File: src/rtl/ws2812_rx.sv
// ws2812_rx: receive-side decoder for a single-wire WS2812-style LED data line.
//
// The line is synchronized, each high pulse is measured and classified as a 0 or 1
// bit, and bits are assembled MSB first into BITS_PER_LED-bit words. A low period of
// T_RESET cycles marks the latch gap that ends a frame.
//
// Ports:
//   clk         system clock
//   reset       synchronous active-high reset
//   din         asynchronous LED data line
//   data        last completed word
//   data_valid  one-cycle pulse when data updates
//   led_count   words completed in the current frame (saturating)
//   frame_done  one-cycle pulse on a latch gap that follows at least one whole word
//   error       one-cycle pulse on a protocol violation
module ws2812_rx #(
  parameter int unsigned BITS_PER_LED = 24,
  parameter int unsigned CNT_W        = 16,
  parameter int unsigned LED_CNT_W    = 8,
  parameter int unsigned T_MIN_HIGH   = 2,
  parameter int unsigned T_THRESH     = 6,
  parameter int unsigned T_MAX_HIGH   = 12,
  parameter int unsigned T_RESET      = 500
) (
  input  logic                    clk,
  input  logic                    reset,
  input  logic                    din,
  output logic [BITS_PER_LED-1:0] data,
  output logic                    data_valid,
  output logic [LED_CNT_W-1:0]    led_count,
  output logic                    frame_done,
  output logic                    error
);

  localparam int unsigned BitCntW = $clog2(BITS_PER_LED + 1);

  localparam logic [CNT_W-1:0]   CntMax    = '1;
  localparam logic [CNT_W-1:0]   TMinHigh  = CNT_W'(T_MIN_HIGH);
  localparam logic [CNT_W-1:0]   TThresh   = CNT_W'(T_THRESH);
  localparam logic [CNT_W-1:0]   TMaxHigh  = CNT_W'(T_MAX_HIGH);
  localparam logic [CNT_W-1:0]   TReset    = CNT_W'(T_RESET);
  localparam logic [BitCntW-1:0] BitsLast  = BitCntW'(BITS_PER_LED - 1);

  typedef enum logic [1:0] {
    StWaitGap,
    StIdle,
    StHigh,
    StLow
  } state_e;

  // Synchronizer and edge detection
  logic din_meta;
  logic din_s;
  logic din_prev;
  logic rise;
  logic fall;

  // Decoder state
  state_e                  state_q, state_d;
  logic [CNT_W-1:0]        hcnt_q, hcnt_d;
  logic [CNT_W-1:0]        lcnt_q, lcnt_d;
  logic [BITS_PER_LED-1:0] shreg_q, shreg_d;
  logic [BitCntW-1:0]      bitcnt_q, bitcnt_d;

  // Output registers
  logic [BITS_PER_LED-1:0] data_q;
  logic                    data_valid_q;
  logic [LED_CNT_W-1:0]    led_count_q, led_count_d;
  logic                    frame_done_q;
  logic                    error_q;

  // Single-cycle events from the decoder
  logic                    word_done;
  logic                    frame_end;
  logic                    err_set;
  logic                    bit_val;
  logic [CNT_W-1:0]        hcnt_inc;
  logic [CNT_W-1:0]        lcnt_inc;

  function automatic logic [CNT_W-1:0] sat_inc(input logic [CNT_W-1:0] v);
    return (v == CntMax) ? v : v + CNT_W'(1);
  endfunction

  // ---------------------------------------------------------------------------
  // Input synchronizer: din_s lags din by two cycles; din_prev supports edge
  // detection on the synchronized signal only.
  // ---------------------------------------------------------------------------
  always_ff @(posedge clk) begin
    if (reset) begin
      din_meta <= 1'b0;
      din_s    <= 1'b0;
      din_prev <= 1'b0;
    end else begin
      din_meta <= din;
      din_s    <= din_meta;
      din_prev <= din_s;
    end
  end

  assign rise = din_s & ~din_prev;
  assign fall = ~din_s & din_prev;

  // ---------------------------------------------------------------------------
  // Decoder state register
  // ---------------------------------------------------------------------------
  always_ff @(posedge clk) begin
    if (reset) begin
      state_q  <= StWaitGap;
      hcnt_q   <= '0;
      lcnt_q   <= '0;
      shreg_q  <= '0;
      bitcnt_q <= '0;
    end else begin
      state_q  <= state_d;
      hcnt_q   <= hcnt_d;
      lcnt_q   <= lcnt_d;
      shreg_q  <= shreg_d;
      bitcnt_q <= bitcnt_d;
    end
  end

  // ---------------------------------------------------------------------------
  // Decoder next-state logic
  // ---------------------------------------------------------------------------
  always_comb begin
    state_d   = state_q;
    hcnt_d    = hcnt_q;
    lcnt_d    = lcnt_q;
    shreg_d   = shreg_q;
    bitcnt_d  = bitcnt_q;
    word_done = 1'b0;
    frame_end = 1'b0;
    err_set   = 1'b0;
    hcnt_inc  = sat_inc(hcnt_q);
    lcnt_inc  = sat_inc(lcnt_q);
    // hcnt_q holds the number of high cycles seen so far, including the rise cycle
    bit_val   = (hcnt_q >= TThresh);

    unique case (state_q)
      // Only a full latch gap lets decoding start, so a mid-frame attach
      // never produces misaligned words.
      StWaitGap: begin
        if (din_s) begin
          lcnt_d = '0;
        end else begin
          lcnt_d = lcnt_inc;
          if (lcnt_inc >= TReset) begin
            state_d = StIdle;
            lcnt_d  = '0;
          end
        end
      end

      StIdle: begin
        if (rise) begin
          state_d = StHigh;
          hcnt_d  = CNT_W'(1);
        end
      end

      StHigh: begin
        if (din_s) begin
          hcnt_d = hcnt_inc;
          if (hcnt_inc > TMaxHigh) begin
            err_set = 1'b1;
            state_d = StWaitGap;
            lcnt_d  = '0;
          end
        end else if (fall) begin
          if (hcnt_q < TMinHigh) begin
            err_set = 1'b1;
            state_d = StWaitGap;
            lcnt_d  = '0;
          end else begin
            shreg_d = {shreg_q[BITS_PER_LED-2:0], bit_val};
            if (bitcnt_q == BitsLast) begin
              word_done = 1'b1;
              bitcnt_d  = '0;
            end else begin
              bitcnt_d = bitcnt_q + BitCntW'(1);
            end
            state_d = StLow;
            // The falling-edge cycle is the first low cycle
            lcnt_d  = CNT_W'(1);
          end
        end
      end

      StLow: begin
        if (rise) begin
          state_d = StHigh;
          hcnt_d  = CNT_W'(1);
        end else begin
          lcnt_d = lcnt_inc;
          if (lcnt_inc >= TReset) begin
            state_d = StIdle;
            if (bitcnt_q == '0) begin
              frame_end = 1'b1;
            end else begin
              // Latch gap inside a word: the partial word is a protocol error
              err_set = 1'b1;
            end
          end
        end
      end

      default: begin
        state_d = StWaitGap;
        lcnt_d  = '0;
      end
    endcase

    // Any error discards partially assembled bits
    if (err_set) begin
      shreg_d  = '0;
      bitcnt_d = '0;
    end
  end

  // ---------------------------------------------------------------------------
  // Word counter: holds through the frame_done pulse and clears the cycle after,
  // so a consumer can read the frame length alongside frame_done.
  // ---------------------------------------------------------------------------
  always_comb begin
    led_count_d = led_count_q;
    if (err_set) begin
      led_count_d = '0;
    end else if (word_done) begin
      led_count_d = (led_count_q == '1) ? led_count_q : led_count_q + LED_CNT_W'(1);
    end else if (frame_done_q) begin
      led_count_d = '0;
    end
  end

  // ---------------------------------------------------------------------------
  // Output registers
  // ---------------------------------------------------------------------------
  always_ff @(posedge clk) begin
    if (reset) begin
      data_q       <= '0;
      data_valid_q <= 1'b0;
      led_count_q  <= '0;
      frame_done_q <= 1'b0;
      error_q      <= 1'b0;
    end else begin
      if (word_done) begin
        data_q <= shreg_d;
      end
      data_valid_q <= word_done;
      led_count_q  <= led_count_d;
      frame_done_q <= frame_end;
      error_q      <= err_set;
    end
  end

  assign data       = data_q;
  assign data_valid = data_valid_q;
  assign led_count  = led_count_q;
  assign frame_done = frame_done_q;
  assign error      = error_q;

endmodule

File: config.mk
export PLATFORM = sky130hd
export DESIGN_NAME = ws2812_rx
export DESIGN_NICKNAME = d
export VERILOG_FILES = /design/src/rtl/ws2812_rx.sv
export SDC_FILE = /design/constraint.sdc
export NUM_CORES = 1
export LEC_CHECK = 0
export CORE_ASPECT_RATIO = 2
export CORE_MARGIN = 4
export CORE_UTILIZATION = 50
export CTS_CLUSTER_DIAMETER = 100
export DETAILED_ROUTE_END_ITERATION = 6
export PLACE_DENSITY = 0.69
export SLEW_MARGIN = 10
export SYNTH_ARGS = -nofsm -noshare
export SYNTH_HDL_FRONTEND = slang
export SYNTH_SLANG_ARGS = --single-unit
export TNS_END_PERCENT = 100
File: constraint.sdc
create_clock -name clk -period 3.9 [get_ports clk]
set_input_delay 1.17 -clock clk [delete_from_list [all_inputs] [get_ports clk]]
set_output_delay 1.17 -clock clk [all_outputs]
set_load 0.005 [all_outputs]
### Word-level counts from Yosys, hierarchy flattened

Cells that the tools add are included.

| storage, ports and cells | value |
|---|---|
| flip-flop bits (word level) | 101 |
| bits of input ports | 3 |

| operators by class | value |
|---|---|
| add/subtract/negate cells | 4 |
| order comparisons | 4 |
| equality and inequality tests | 15 |
| multiplexer cells | 45 |
| bitwise operators | 7 |
| reduce and logical (&&, ||, !) cells | 13 |

Operators with widths:

| operator | count |
|---|---|
| two-way mux 16 bit | 10 |
| two-way mux 24 bit | 5 |
| one-hot mux 16 bit (3 select lines) | 1 |
| adder 16 x 1 -> 16 bit, second input constant | 2 |
| equality test 16 bit, second input constant | 2 |
| one-hot mux 16 bit (2 select lines) | 1 |
| two-way mux 8 bit | 3 |
| greater-or-equal comparator 16 x 3 -> 1 bit, second input constant | 1 |
| greater-or-equal comparator 16 x 9 -> 1 bit, second input constant | 1 |
| greater-than comparator 16 x 4 -> 1 bit, second input constant | 1 |
| less-than comparator 16 x 2 -> 1 bit, second input constant | 1 |
| two-way mux 2 bit | 8 |
| two-way mux 1 bit | 14 |
| AND reduction 4 bit | 3 |
| inequality test 2 bit, second input constant | 5 |
| adder 8 x 1 -> 8 bit, second input constant | 1 |
| equality test 8 bit, second input constant | 1 |
| one-hot mux 2 bit (4 select lines) | 1 |
| inequality test 3 bit, second input constant | 2 |
| adder 5 x 1 -> 5 bit, second input constant | 1 |
| equality test 5 bit, second input constant | 1 |
| zero test 5 bit | 1 |
| two-way mux 5 bit | 1 |
| inverter 1 bit | 5 |
| 12 further kinds | 16 |

### Longest topological paths before layout

| logic depth | value |
|---|---|
| depth in word-level cells | 8 |
| mapped depth | 10 |

### Least setup slack after synthesis

Ideal clock, no wire load.

| path | value |
|---|---|
| path kind | register to register |
| start point | reg hcnt_q[1] |
| end point | reg lcnt_q[2] |
| library setup time | 133 ps |
| arrival time | 2,862 ps |
| slack | 905 ps |
| stages on the path, launching flop included | 10 |
| buffers on the path | 1 |
| period minus slack after synthesis | 2,995 ps |
| path through | dfxtp_1 -> ha_1 -> nand4_2 -> nor4_1 -> mux2_2 -> a211o_1 -> or4_4 -> buf_6 -> a31oi_1 -> a211oi_2 |

| on the way | value |
|---|---|
| longest elaborated chain between the ends | 5 |
| elaborated cells on any way between the ends | 6 |

Ends and longest elaborated chain:

| item | line | source |
|---|---|---|
| start, declared | 60 | `logic [CNT_W-1:0] hcnt_q, hcnt_d;` |
| start signal, assigned | 115 | `hcnt_q <= hcnt_d;` |
| adder 16 x 1 -> 16 bit / equality test 16 bit (equally long branches) | 81 | `return (v == CntMax) ? v : v + CNT_W'(1);` |
| two-way mux 16 bit * | 81 |  |
| greater-than comparator 16 x 4 -> 1 bit * | 164 | `if (hcnt_inc > TMaxHigh) begin` |
| inequality test 3 bit (no line) * | -- |  |
| AND reduction 4 bit (no line) * | -- |  |
| end signal, assigned | 116 | `lcnt_q <= lcnt_d;` |
| end, declared | 61 | `logic [CNT_W-1:0] lcnt_q, lcnt_d;` |

Mark *: on every way between the ends. The rest lies on a longest branch, timed or not.
A chain may end at the register's enable or synchronous reset.

### Final worst setup path

| path | value |
|---|---|
| start point | reg hcnt_q[1] |
| end point | reg lcnt_q[9] |

The elaborated chain is that of the path after synthesis.

==> impl_metrics.tcl <==
set metrics [dict create \
    crit_chain "ha_1 > nand4_2 > nor4_1 > mux2_2 > a211o_1 > nor4_4 > nor2_1 > a311oi_1" \
    postRouteAntennaNets 0 \
    r2r_slack_ns 0.52 \
    grt_pass1_vias 5100 \
    synth_warnings 0 \
    overflow 0 \
    cts_root_buf "clkbuf_16" \
    maxCapViolCount 0 \
    fmax_ghz 0.2957 \
    start_util 0.5156 \
    finalCritPeriodShare 0.8672 \
    async_flop_share 0 \
    layout_setup_ws_ns 0.5180 \
    first_pass_iters 5 \
    fin_setup_tns_ns 0 \
    finalPower_mw 1.963 \
    grt_antenna_before_repair 0 \
    cpMaxStageDelayCell "dfxtp_1" \
    track_usage 0.2186 \
    hpwl_um 10340 \
    cts_buffer_depth 2 \
    utilization 0.5758 \
    cts_made_buffers 9 \
    criticalPathCategory "reg2reg" \
    startpoint "hcnt_q[1]" \
    io_pins 38 \
    post_cts_buffers 0 \
    fin_crit_ns 3.382 \
    synth.distinct_cells 75 \
    placed_area_um2 6048 \
    routabilityCongestion 0.9424 \
    r2r-start "hcnt_q[1]" \
    dieArea_um2 13230 \
    clock_sink_count 100 \
    avgSynthCellArea_um2 8.475 \
    final_area_um2 6341 \
    finalHoldViolations 0 \
    first_iter_violations 390 \
    path_clk_slew_ns 0.07 \
    drt-total-wl_um 14450 \
    synth_nets 679 \
    fillCellCount 1010 \
    relSlewSlack 0.3290 \
    cp_data_arrival_time_ns 3.64 \
    tightest_slew_ns 1.003 \
    clk_latency_ns 0.35 \
    wl_per_cell_um 17.59 \
    start_kind "register" \
    syn_area_um2 5678 \
    rows 54 \
    vdd_drop_max_v 0.0002511 \
    via_count 5188 \
    pre_cts_slack_ns 0.5483 \
    drc_errors 0 \
    ys.flop_type "dfxtp_1" \
    rsz0062_at_grt "no" \
    crit_required_ns 4.15 \
    critPathMaxFanout 12 \
    h-tree-depth 3 \
    dieWidth_um 83.35 \
    post_cts_resized 0 \
    drive_gt1_frac 0.1351 \
    die_h_um 158.7 \
    hp-class "reg2reg" \
    syn_to_final_growth_pct 11.68 \
    setup_viol_count_final 0 \
    power_density_nw_per_um2 309.6 \
    grt_pass1_wl_um 24430 \
    end_kind "register" \
    postCtsHoldBufs 0 \
    final_nets 685 \
    synth_edf_count 0 \
    holdCritStartpoint "din_meta" \
    viasPerCell 6.319 \
    core_area_um2 11010 \
    grt_max_degree 64 \
    drv_slew 0 \
    status "finished, final reports clean" \
    cts_tree "done" \
    n_antenna_cell 0 \
    syn_inst 670 \
    max_stage_delay_ns 0.49 \
    p_leak_nw 2.043 \
    finClkSkew_ns 0.01055 \
    port_buffers 37 \
    synth-seq-cells 100 \
    seq_area_frac_synth 0.3526 \
]
[cells by family after synthesis]
group,Yosys count,share of synthesized area
buf+inv,64,0.05355
mux,30,0.05311
simple gates,305,0.3180
compound gates,158,0.1955
flops,100,0.3526
xor+xnor,7,0.01410
fa+ha+maj,6,0.01322
[routing by layer]
| layer | up-vias | global-route usage | share of wire |
|---|---|---|---|
| met2 | 184 | 0.4031 | 0.54 |
| met4 | 0 | 0.1183 | 0.046 |
| met1 | 2464 | 0.2346 | 0.38 |
| li1 | 2486 | - | - |
| met5 | - | 0 | 0 |
| met3 | 54 | 0.03112 | 0.039 |
[path summary, 6_finish.rpt]
kind                    end  cells past startpoint
setup / recovery  lcnt_q[9]                      8
setup reg to reg  lcnt_q[9]                      8
hold / removal        din_s                      1
hold reg to reg       din_s                      1
[synth_stat cells (9+ instances only)]
cell type  instances  area share
a211oi_1          10       0.013
a21oi_1           49       0.043
and3_1            15       0.017
buf_2             21       0.019
clkbuf_1          26       0.017
dfxtp_1          100        0.35
inv_1             10      0.0066
mux2i_1           29       0.051
nand2_1           85       0.056
nand3_1           27       0.024
nand4_1           13       0.014
nor2_1            45       0.030
nor3_1            21       0.019
nor3_2            29       0.051
o2111ai_1          9       0.014
o21ai_0           31       0.027
[final cells by class]
class / count / area (um^2) / share of cell area
well taps: 140 / 175.2 / 0.02762
inverters: 10 / 37.54 / 0.005919
clock inverters: 6 / 53.80 / 0.008485
multi-input cells: 506 / 3378 / 0.5328
flip-flops and latches: 100 / 2002 / 0.3157
clock buffers: 10 / 239.0 / 0.03769
repair buffers: 49 / 455.4 / 0.07182
[registers in the layout (all words and copies together), names as in the netlist]
name	cells
din_prev	1
data_valid	1
led_count	8
error	1
bitcnt_q	5
din_meta	1
data	24
state_q	2
hcnt_q	16
shreg_q	23
lcnt_q	16
din_s	1
frame_done	1
[worst max-delay path: cells and delay by family, from the launching register on]
kind	cells	cell delay, ns
flops	1	0.49
simple gates	4	1.38
mux	1	0.38
fa+ha+maj	1	0.36
compound gates	2	0.67
[report_power, final]
| part | switching, mW | total (mW) | internal [mW] | leakage (nW) |
|---|---|---|---|---|
| clock network | 0.423 | 0.886 | 0.462 | 0.142 |
| registers | 0.00791 | 1.03 | 1.02 | 0.806 |
| logic | 0.0336 | 0.0459 | 0.0123 | 1.10 |
[stage by stage]
| step | hold WS [ns] | cells |
|---|---|---|
| after floorplan | 0.4138 | 670 |
| after detailed placement | 0.4277 | 805 |
| after global placement | 0.4358 | 805 |
| final | 0.4531 | 821 |
| after global routing | 0.4733 | 821 |
| after CTS | 0.4553 | 821 |
[cells in the final DEF, fill, tap and decap left out, types with 3 or more instances in the layout]
cell,synthesis,routed
a211oi_1,10,10
a21oi_1,49,49
a22oi_1,3,3
a311oi_1,7,7
a31oi_1,7,7
and2_1,5,5
and3_1,15,15
and4_1,4,4
buf_4,0,12
clkbuf_16,0,9
clkdlybuf4s50_1,0,36
dfxtp_1,100,100
ha_1,6,6
inv_1,10,10
mux2i_1,29,29
nand2_1,85,85
nand2b_1,7,7
nand3_1,27,27
nand3b_1,3,3
nand4_1,13,13
nor2_1,45,45
nor2b_1,7,7
nor3_1,21,21
nor3_2,29,29
nor4_1,7,7
nor4_2,3,3
o2111ai_1,9,8
o211ai_1,6,6
o21a_1,4,4
o21ai_0,31,31
o221ai_1,4,4
o31ai_1,3,3
or2_2,5,5
or3_1,4,4
or4_1,6,6
xnor2_1,5,5
Power figures use the tool's default switching activity.
==> edit, RTL diff (config.mk and constraints unchanged) <==
Register the output `data_valid` once more; this adds one clock of latency there. The other outputs are not delayed to match. Comments in the files are not updated.
--- a/src/rtl/ws2812_rx.sv
+++ b/src/rtl/ws2812_rx.sv
@@ -255,5 +255,7 @@
 
   assign data       = data_q;
-  assign data_valid = data_valid_q;
+  always_ff @(posedge clk) begin
+    data_valid <= data_valid_q;
+  end
   assign led_count  = led_count_q;
   assign frame_done = frame_done_q;
Check against the original RTL: same outputs for any inputs over 10 cycles, from zero or initial values and one cycle with reset high; that may be too few to reach the edited logic, so the function may still have changed.
==> edit against the unedited design <==
  * Sequential cell count is 1 higher
  * Area after synthesis grew 0.35%
  * Setup slack worse by 0.12 ns
  * Clock skew is 0.0032 ns lower
  * Design area increased by 0.16%
  * Total power fell by 0.17%
  * Routed wire length rose by 0.20%
  * Largest cell class unchanged
==> edit: results (changes against the unedited design) <==
run_status:
  status: "finished clean"  # unchanged
placement:
  place_inst: 803  # was 805
  gp_congestion: 0.931  # was 0.942
  place_area_um2: 6070  # was 6050 um2
  post-dp-hpwl_mm: 10.3  # about the same
  place_ws_ns: 0.478  # was 0.548 ns
grt:
  grt_max_degree: 42  # was 64
  use_met3_pct: 3.42  # was 3.11%
  met2_usage_pct: 41.2  # was 40.3%
  grt_usage_pct: 21.7  # was 21.9%
  globalRouteMet1Util_pct: 22.4  # was 23.5%
  grt_pass1_vias: 5000  # was 5,100
  grt_pass1_wl_mm: 24.0  # was 24.4 mm
worst_setup_path:
  slowest_stage: "nor2_1"  # was dfxtp_1
  worst_path_largest_cell_delay_ns: 0.78  # was 0.49 ns
  cp_max_fo: 12  # unchanged
  r2r-end: "lcnt_q[9]"  # unchanged
  r2r_slack_ns: 0.40  # was 0.52 ns
  regToRegStartpoint: "hcnt_q[1]"  # unchanged
  worstRegToRegCells: 8  # unchanged
timing:
  worst_pin_slew_ns: 0.997  # was 1.00 ns
  holdWs_ns: 0.340  # was 0.453 ns
  fin_skew_ns: 0.00739  # was 0.0105 ns
final_layout:
  final_cells: 818  # was 821
  final_layout_size_suffix_gt1_share_pct: 13.0  # was 13.5%
  diodes: 0  # unchanged
  fin_nets: 683  # was 685
  largest_register_ffs: 24  # unchanged
  fillers: 1015  # was 1,010
drt:
  vias: 5159  # was 5,188
  drt-pass1-iter-count: 5  # unchanged
  drtIter0Drc: 308  # was 390
  drt-wirelength-per-cell_um: 17.7  # was 17.6 um
  top_layer: "met4"  # unchanged
  drt-met1-wl_mm: 5.56  # was 5.49 mm
  met2_length_mm: 7.78  # was 7.73 mm
  wl_met3_um: 508  # was 563 um
min_path:
  hp-start: "data_valid_q"  # was din_meta
  holdPathEnd: "data_valid"  # was din_s
  whs_path_depth: 0  # was 1
  hold_class: "reg2reg"  # unchanged
power:
  ir_drop_uv: 312  # was 251 uV
  p_leak_uw: 0.00204  # about the same
  switchingPower_uw: 469  # was 465 uW
yosys:
  syn_inst: 671  # was 670
  yosys_warnings: 0  # unchanged
  synth_common_cells: "dfxtp_1 (101), nand2_1 (85), a21oi_1 (49)"  # was dfxtp_1 (100), nand2_1 (85), a21oi_1 (49)
  ys_seq_area_share_pct: 35.5  # was 35.3%
  yosys-top-cells-area: "dfxtp_1 (35%), nand2_1 (5.6%), mux2i_1 (5.1%), nor3_2 (5.1%), a21oi_1 (4.3%)"  # unchanged
  yosys_most_used_dff: "dfxtp_1"  # unchanged
clocking:
  cts.path.max_buffers: 2  # unchanged
  cts_setup_buffers: 0  # unchanged
  clk_pin_slew_ns: 0.07  # about the same
  clk_latency_ns: 0.35  # about the same
  root_buffer: "clkbuf_16"  # unchanged
==> edit: cell count changes after synthesis, sizes merged <==
| cell | change |
|---|---|
| dfxtp | +1 |
==> edit: per-stage QoR <==
step                power [uW]  util, %
global placement          1110     55.1
floorplan                 1100        -
detailed placement        1110     55.1
global route              2030     57.7
finish                    1960     57.7
CTS                       1980     57.7
==> edit: worst max-delay path by stage <==
stage	from	end	slack, ns	cells after the start
floorplan	hcnt_q[1]	lcnt_q[2]	0.90	9
global placement	hcnt_q[1]	lcnt_q[9]	0.57	8
detailed placement	hcnt_q[1]	lcnt_q[0]	0.48	8
CTS	hcnt_q[1]	lcnt_q[0]	0.46	8
global route	hcnt_q[1]	lcnt_q[15]	0.21	8
finish	hcnt_q[1]	lcnt_q[9]	0.40	8
==> edit: cell type report <==
cell class	count	share of cell area [%]
clock inverter	6	0.867
sequential	101	31.8
timing repair buffer	46	7.21
clock buffer	9	3.55
inverter	10	0.591
tap	140	2.76
multi-input combinational	506	53.2
==> edit: logic make-up (layout without fill, tap and decap cells) <==
family,count (synthesis),count (layout),synth area share (%)
adder cells (fa/ha/maj),6,6,1.32
buffers and inverters,64,71,5.34
multiplexers,30,30,5.29
flip-flops,101,101,35.5
AND/OR/NAND/NOR,305,305,31.7
AO/OA/AOI/OAI,158,158,19.5
XOR/XNOR,7,7,1.41
==> edit: power groups by stage <==
stage	logic, uW	clock network [uW]	registers (uW)
5_1_grt	53.1	930	1040
3_5_place_dp	48.2	0	1070
2_1_floorplan	40.4	0	1060
3_3_place_gp	47.6	0	1060
6_report	48.3	871	1040
4_1_cts	48.3	889	1040
